`config.mk`:
```
export PLATFORM = sky130hd
export DESIGN_NAME = lfsr_gen
export DESIGN_NICKNAME = d
export VERILOG_FILES = /design/src/rtl/lfsr_pkg.sv /design/src/rtl/lfsr_gen_fb.sv /design/src/rtl/lfsr_gen.sv
export SDC_FILE = /design/constraint.sdc
export NUM_CORES = 1
export LEC_CHECK = 0
export ABC_AREA = 1
export BUFFER_PORTS_ARGS = -buffer_cell sky130_fd_sc_hd__buf_2
export CORE_UTILIZATION = 55
export DETAILED_ROUTE_END_ITERATION = 8
export PLACE_DENSITY = 0.8
export SYNTH_ARGS = -nofsm -noshare
export SYNTH_HDL_FRONTEND = slang
export SYNTH_SLANG_ARGS = --single-unit
export TNS_END_PERCENT = 5
```
`constraint.sdc`:
```
create_clock -name clk -period 6.3 [get_ports clk]
set_input_delay 0.63 -clock clk [delete_from_list [all_inputs] [get_ports clk]]
set_output_delay 0.63 -clock clk [all_outputs]
set_load 0.05 [all_outputs]
```
`src/rtl/lfsr_pkg.sv`:
```
// Shared definitions for the lfsr_gen block: default maximal-length tap masks,
// the per-edge action encoding and the pure Fibonacci step function.
package lfsr_pkg;

    localparam int unsigned LFSR_MAX_WIDTH = 32;

    // Default maximal-length feedback masks (bit i set = state[i] feeds the XOR).
    localparam logic [3:0]  TAPS_4  = 4'hC;
    localparam logic [7:0]  TAPS_8  = 8'hB8;
    localparam logic [15:0] TAPS_16 = 16'hB400;
    localparam logic [31:0] TAPS_32 = 32'h80200003;

    // What the register bank does on the next rising edge.
    typedef enum logic [2:0] {
        ACT_HOLD    = 3'd0,
        ACT_RESET   = 3'd1,
        ACT_LOAD    = 3'd2,
        ACT_REJECT  = 3'd3,
        ACT_STEP    = 3'd4,
        ACT_WRAP    = 3'd5,
        ACT_RECOVER = 3'd6
    } lfsr_act_e;

    // One Fibonacci step on a zero-extended state; callers truncate to their width.
    // Tap bits above the real width are zero, so upper state bits never reach fb.
    function automatic logic [LFSR_MAX_WIDTH-1:0] lfsr_step(
        input logic [LFSR_MAX_WIDTH-1:0] state,
        input logic [LFSR_MAX_WIDTH-1:0] taps
    );
        logic fb;
        fb = ^(state & taps);
        return {state[LFSR_MAX_WIDTH-2:0], fb};
    endfunction

endpackage

```
`src/rtl/lfsr_gen_fb.sv`:
```
// Combinational feedback and next-state logic for lfsr_gen, plus the two
// comparisons the control path needs (zero state, step landing on the seed).
module lfsr_fb
    import lfsr_pkg::*;
#(
    parameter int unsigned      WIDTH = 8,
    parameter logic [WIDTH-1:0] TAPS  = 8'hB8
) (
    input  logic [WIDTH-1:0] state,
    input  logic [WIDTH-1:0] seed,
    output logic [WIDTH-1:0] next_state,
    output logic             state_zero,
    output logic             next_is_seed
);

    assign next_state   = WIDTH'(lfsr_step(LFSR_MAX_WIDTH'(state), LFSR_MAX_WIDTH'(TAPS)));
    assign state_zero   = (state == '0);
    assign next_is_seed = (next_state == seed);

endmodule

```
`src/rtl/lfsr_gen.sv`:
```
// Parametrised Fibonacci LFSR with runtime seed load, zero-state protection,
// a step counter and a wrap pulse at the end of each full period.
module lfsr_gen
    import lfsr_pkg::*;
#(
    parameter int unsigned      WIDTH = 8,
    parameter logic [WIDTH-1:0] TAPS  = 8'hB8,
    parameter logic [WIDTH-1:0] SEED  = WIDTH'(1)
) (
    input  logic             clk,
    input  logic             sync_rst,
    input  logic             en,
    input  logic             load,
    input  logic [WIDTH-1:0] load_val,
    output logic [WIDTH-1:0] cnt_out,
    output logic [WIDTH-1:0] step_cnt,
    output logic             wrap,
    output logic             lock_err
);

    if (WIDTH < 3 || WIDTH > LFSR_MAX_WIDTH) begin : g_bad_width
        $error("lfsr_gen: WIDTH must lie in 3..32");
    end
    if (TAPS[WIDTH-1] != 1'b1) begin : g_bad_taps
        $error("lfsr_gen: TAPS must have bit WIDTH-1 set");
    end
    if (SEED == '0) begin : g_bad_seed
        $error("lfsr_gen: SEED must be non-zero");
    end

    logic [WIDTH-1:0] state;
    logic [WIDTH-1:0] seed_reg;
    logic [WIDTH-1:0] next_state;
    logic             state_zero;
    logic             next_is_seed;
    lfsr_act_e        act;

    lfsr_fb #(
        .WIDTH (WIDTH),
        .TAPS  (TAPS)
    ) u_fb (
        .state        (state),
        .seed         (seed_reg),
        .next_state   (next_state),
        .state_zero   (state_zero),
        .next_is_seed (next_is_seed)
    );

    // Priority: reset, then load (zero loads are rejected), then enabled step.
    always_comb begin
        // NOTE: default first so every path assigns act and no latch is inferred.
        act = ACT_HOLD;
        if (sync_rst) begin
            act = ACT_RESET;
        end else if (load) begin
            act = (load_val != '0) ? ACT_LOAD : ACT_REJECT;
        end else if (en) begin
            if (state_zero) begin
                act = ACT_RECOVER;
            end else if (next_is_seed) begin
                act = ACT_WRAP;
            end else begin
                act = ACT_STEP;
            end
        end
    end

    // NOTE: non-blocking assignments so every register samples pre-edge values.
    always_ff @(posedge clk) begin
        wrap     <= 1'b0;
        lock_err <= 1'b0;
        unique case (act)
            ACT_RESET: begin
                state    <= SEED;
                seed_reg <= SEED;
                step_cnt <= '0;
            end
            ACT_LOAD: begin
                state    <= load_val;
                seed_reg <= load_val;
                step_cnt <= '0;
            end
            ACT_REJECT, ACT_RECOVER: begin
                state    <= SEED;
                seed_reg <= SEED;
                step_cnt <= '0;
                lock_err <= 1'b1;
            end
            ACT_WRAP: begin
                state    <= next_state;
                step_cnt <= '0;
                wrap     <= 1'b1;
            end
            ACT_STEP: begin
                state    <= next_state;
                step_cnt <= step_cnt + WIDTH'(1);
            end
            default: begin
                // ACT_HOLD: state, seed and counter keep their values.
            end
        endcase
    end

    assign cnt_out = state;

endmodule

```
Word-level counts from Yosys, hierarchy flattened
Index checks and enable logic that the tools add are counted.
{"block": "word_totals", "register_bits": 26, "latchBits": 0, "ram_bits": 0, "romBits": 0, "wordCells": 34, "n_memories": 0}
{"block": "op_classes", "n_addsub": 1, "multipliers": 0, "div_mod_pow": 0, "n_lt_le_gt_ge": 0, "n_eq_ne": 7, "shift": 0, "n_mux": 11, "bitwise_logic": 0, "n_reduce_logical": 10}
{"op": "$pmux 8 s2", "count": 2}
{"op": "$reduce_xor 32->1", "count": 1}
{"op": "$pmux 8 s3", "count": 1}
{"op": "$eq 3x3->1 const B", "count": 3}
{"op": "$mux 3", "count": 3}
{"op": "$add 8x1->8 const B", "count": 1}
{"op": "$eq 8x8->1", "count": 1}
{"op": "$logic_not 8->1", "count": 1}
{"op": "$reduce_bool 8->1", "count": 1}
{"op": "$eq 3x2->1 const B", "count": 2}
{"op": "$reduce_or 5->1", "count": 1}
{"op": "$mux 1", "count": 4}
{"op": "$reduce_bool 2->1", "count": 2}
{"op": "$reduce_or 2->1", "count": 2}
{"op": "$eq 3x1->1 const B", "count": 1}
{"op": "$reduce_bool 3->1", "count": 1}
{"op": "$reduce_or 3->1", "count": 1}
{"op": "$mux 2", "count": 1}

Logic depth before layout (Yosys ltp)
{"block": "depth", "word_depth": 10, "mapped_depth": 14, "depth_no_buf": 14}

By module
Synthesis repeated with hierarchy kept, for this count alone.
{"block": "unflattened", "cells_unflattened": 178, "hier_area_um2": 1552.7}
{"module": "lfsr_gen", "n_inst": 1, "cells_per_inst": 129, "area_per_inst_um2": 1291.2, "seq_area_each_um2": 760.7}
{"module": "lfsr_fb", "n_inst": 1, "cells_per_inst": 49, "area_per_inst_um2": 261.5, "seq_area_each_um2": 0.0}

Worst setup path after synthesis
OpenSTA, ideal clock, no wires.
{"block": "synth_timing", "path_kind": "register -> register", "start": "reg state[4] (netlist: cnt_out[4])", "end": "reg seed_reg[0] (enable)", "setup_ns": 0.384, "arrival_time_ns": 2.287, "t_required_ns": 5.916, "setup_slack_ns": 3.629, "path_stages_with_launch": 12, "path_buffers": 0, "path_cell_list": "edfxtp_1 inv_1 ha_1 inv_1 nand2_1 nand3_1 nand2_1 nand2_1 nand2_1 nand2_2 nand2_2 o21ai_0"}
{"block": "synth_via", "elab_chain_len": 10, "word_cells_on_any_way": 14, "classes_between": "eq/ne (5); mux (5); reduce/logical (4)"}
{"element": "from (decl)", "line": "lfsr_gen.sv:31", "text": "logic [WIDTH-1:0] state;"}
{"element": "from (signal assigned)", "line": "lfsr_gen.sv:79", "text": "state <= load_val;"}
{"element": "from (signal assigned)", "line": "lfsr_gen.sv:90", "text": "state <= next_state;"}
{"element": "from (signal assigned)", "line": "lfsr_gen.sv:95", "text": "state <= next_state;"}
{"element": "$reduce_xor 32->1", "line": "lfsr_pkg.sv:31", "text": "fb = ^(state & taps);"}
{"element": "$eq 8x8->1", "line": "lfsr_gen_fb.sv:18", "text": "assign next_is_seed = (next_state == seed);"}
{"element": "$mux 1", "line": "lfsr_gen.sv:60", "text": "end else if (next_is_seed) begin"}
{"element": "$mux 2 *", "line": "lfsr_gen.sv:58", "text": "if (state_zero) begin"}
{"element": "$mux 3 *", "line": "lfsr_gen.sv:57", "text": "end else if (en) begin"}
{"element": "$mux 3 *", "line": "lfsr_gen.sv:55", "text": "end else if (load) begin"}
{"element": "$mux 3 *", "line": "lfsr_gen.sv:53", "text": "if (sync_rst) begin"}
{"element": "$eq 3x2->1 (tied with other cells)", "line": "lfsr_gen.sv:72", "text": "unique case (act)"}
{"element": "$reduce_or 3->1 (no line)"}
{"element": "$reduce_bool 2->1 (no line) *"}
{"element": "to (signal assigned)", "line": "lfsr_gen.sv:80", "text": "seed_reg <= load_val;"}
{"element": "to (decl)", "line": "lfsr_gen.sv:32", "text": "logic [WIDTH-1:0] seed_reg;"}
Mark *: on every way between the ends. The rest lies on a longest branch, timed or not.
A chain may end at the register's enable or synchronous reset.

Final worst setup path
{"block": "layout_timing", "start": "reg state[4] (netlist: cnt_out[4])", "end": "reg seed_reg[1] (enable)"}
The elaborated chain is that of the path after synthesis.

==> results.txt <==
Status -> completed
Clk pin slew, worst setup/hold paths -> 0.14 ns
Synth async-reset ratio -> 0%
Area grow syn2layout -> 14.5%
GRT Util Overall -> 24.6%
Critical-path cell list -> inv_1, ha_1, inv_1, nand2_1, nand3_1, nand2_1, nand2_1, nand2_1, nand2_2, nand2_2, o21ai_0
Post-Synthesis Cell Area -> 1480 um2
Core Region -> 2500 um2
Post-layout instance area -> 1690 um2
CTS Hold Bufs -> 0
Initial Util -> 59.2%
Num ports -> 30
Main synth FF type -> edfxtp_1
Post-synth top area share -> 48.7%
Sw frac -> 33.5%
Tmin final -> 2.64 ns
Clock sink count -> 26
Initial antenna violation count -> 0
Vias per cell -> 5.22
R2R Setup Slk -> 3.66 ns
Worst-margin pin slew -> 1.09 ns
Die span in y -> 53.9 um
Setup Total Neg Slack -> 0 ns
Synth unique cells -> 24
Vias -> 1185
Layout cells sized above 1 -> 30.5%
FP Rows -> 18
Fin crit share -> 41.8%
Detailed Route Iter0 Violations -> 34
Root Buffer -> clkbuf_4
Clock latency on the worst-skew pair -> 0.33 ns
IO buf count -> 29
Crit Path Max Fanout -> 8
Yosys Warn Count -> 0
Highest ir drop seen on vdd -> 0.180 mV
Synth cell count leaders -> 26 x nand2_1, 25 x inv_1, 24 x edfxtp_1
Top cells by area, synth -> edfxtp_1 49%, nand2_1 6.6%, nand3_1 6.4%, inv_1 6.3%, nor2_1 4.3%
Leak -> 0.806 nW
Critical path arrival -> 2.61 ns
Pwr dens -> 235 nW/um2
First-pass detailed-route iteration total -> 4
Avg Inst Size Synth -> 8.97 um2
Drt total wl -> 3.13 mm
Max Freq -> 379 MHz
Yosys top cell by area -> edfxtp_1
Post-synth net total -> 179
Most frequent cell after synthesis -> nand2_1
Combinational power share -> 24.4%
Crit path buf inv count -> 2
Global route overflow -> 0
CP endpoint kind -> flop
RePlAce Congestion -> 0.890
Slew Viols, Final -> 0
Total die area -> 2900 um2
Post-synth EDFFs -> 24
Largest net degree at the start of global routing -> 15
Internal power -> 264 uW
Post-route DRC -> 0
Setup Viol. Count Final -> 0
Final net count -> 212
Placed inst area -> 1660 um2
Reg power frac -> 53.8%
CP most frequent cell -> nand2_1
P_sw -> 133 uW
CTS buffer count -> 3
Clock share of power -> 21.7%
Setup CP Type -> reg2reg
Setup Buffers After CTS -> 0
Remaining antenna violation count after routing -> 0
Mapped Cells -> 165
Drt wl/cell -> 13.8 um
Largest delay contributor family on the critical path -> compound AO/OA/AOI/OAI gates
Clk_skew -> 0.00290 ns
Critical Path RT -> 6.27 ns
CTS resizes -> 0
Die X -> 53.9 um
RSZ-0062 raised after global routing -> no
Max transition margin -> 26.7%
Vias in the first global route -> 1067
Final hold vios -> 0
Antenna fix cells -> 0
CP startpoint kind -> flop
FF+latch count, synth -> 26
Hold WC Path Type -> in2reg
H-tree depth -> 1
First-pass GRT wire length -> 4.90 mm
Maximum Capacitance Violations -> 0
Post-DP HPWL -> 2.46 mm
Crit-path max cell delay -> 0.86 ns
Register area share after synthesis -> 51.4%
CP max-delay cell -> o21ai_0
CTS tree -> built
Max Root-Sink Buffers -> 2
## final timing paths
kind,startpoint,end,depth (start not counted)
max,cnt_out[4]$_DFFE_PP_,seed_reg[1]$_SDFFCE_PP0P_,11
min,load_val[2],seed_reg[2]$_SDFFCE_PP0P_,3
max reg2reg,cnt_out[4]$_DFFE_PP_,seed_reg[1]$_SDFFCE_PP0P_,11
min reg2reg,step_cnt[0]$_SDFFCE_PP0P_,step_cnt[0]$_SDFFCE_PP0P_,1
## logic make-up (layout without fill, tap and decap cells)
kind of cell | after synthesis | count (layout) | synth area share, %
and+or+nand+nor | 88 | 88 | 30.2
DFF | 26 | 26 | 51.4
adders and majority gates | 2 | 2 | 1.69
AOI/OAI and AO/OA | 10 | 10 | 3.38
muxes | 1 | 1 | 0.761
buffers and inverters | 30 | 62 | 7.86
xor gates and xnor gates | 8 | 8 | 4.73
## layout by cell type (no fill, tap or decap)
cell type,count
nor2_2,10
nand2_4,1
a21oi_1,1
inv_2,3
buf_2,29
nor2_4,1
edfxtp_1,24
ha_1,2
clkbuf_8,1
inv_4,1
clkbuf_4,3
nand2_1,26
nor2_1,17
nor3_1,2
o21ai_0,9
inv_1,25
dfxtp_1,2
nand2_2,8
nand4_1,1
xnor2_1,3
and3b_1,1
xor2_1,5
mux2_2,1
nand3_4,1
nand3_1,19
nand4_2,1
## power groups by stage
stage                     clock network, mW  logic (mW)  registers (mW)
after CTS                            0.0899      0.0971           0.214
after floorplan                           0      0.0426           0.247
after global routing                 0.0951       0.105           0.216
after global placement                    0      0.0945           0.217
after detailed placement                  0      0.0966           0.218
final                                0.0864      0.0971           0.214
## final cells by class
type                    count  area, um2
fillers                   210        806
inverters                  29        111
repair buffers             29        145
clock buffers               4       36.3
well taps                  30       37.5
flip-flops and latches     26        761
multi-input cells         109        603
## through the flow
step                      total power, mW  std cells  worst slack, ns  hold WS [ns]  utilization, %
after floorplan                     0.289        165             3.63         0.741               -
after global placement              0.312        223             3.81         0.608            66.3
after detailed placement            0.315        223             3.68         0.625            66.3
after CTS                           0.401        227             3.66         0.605            67.8
after global routing                0.416        227             3.45         0.626            67.8
final                               0.398        227             3.66         0.619            67.8
## metal layers
metal / wire length, um / vias to the layer above / track usage (%)
li1: - / 596 / -
met1: 1450 / 549 / 33.8
met2: 1510 / 35 / 39.5
met3: 112 / 5 / 2.54
met4: 51 / 0 / 9.21
met5: 0 / - / 0
## worst reg2reg max path, delay by kind of cell (launching register included)
kind,cells,cell delay (ns)
and+or+nand+nor,7,0.57
AOI/OAI and AO/OA,1,0.86
adders and majority gates,1,0.27
buffers and inverters,2,0.18
DFF,1,0.42
(Power assumes the default switching activity.)
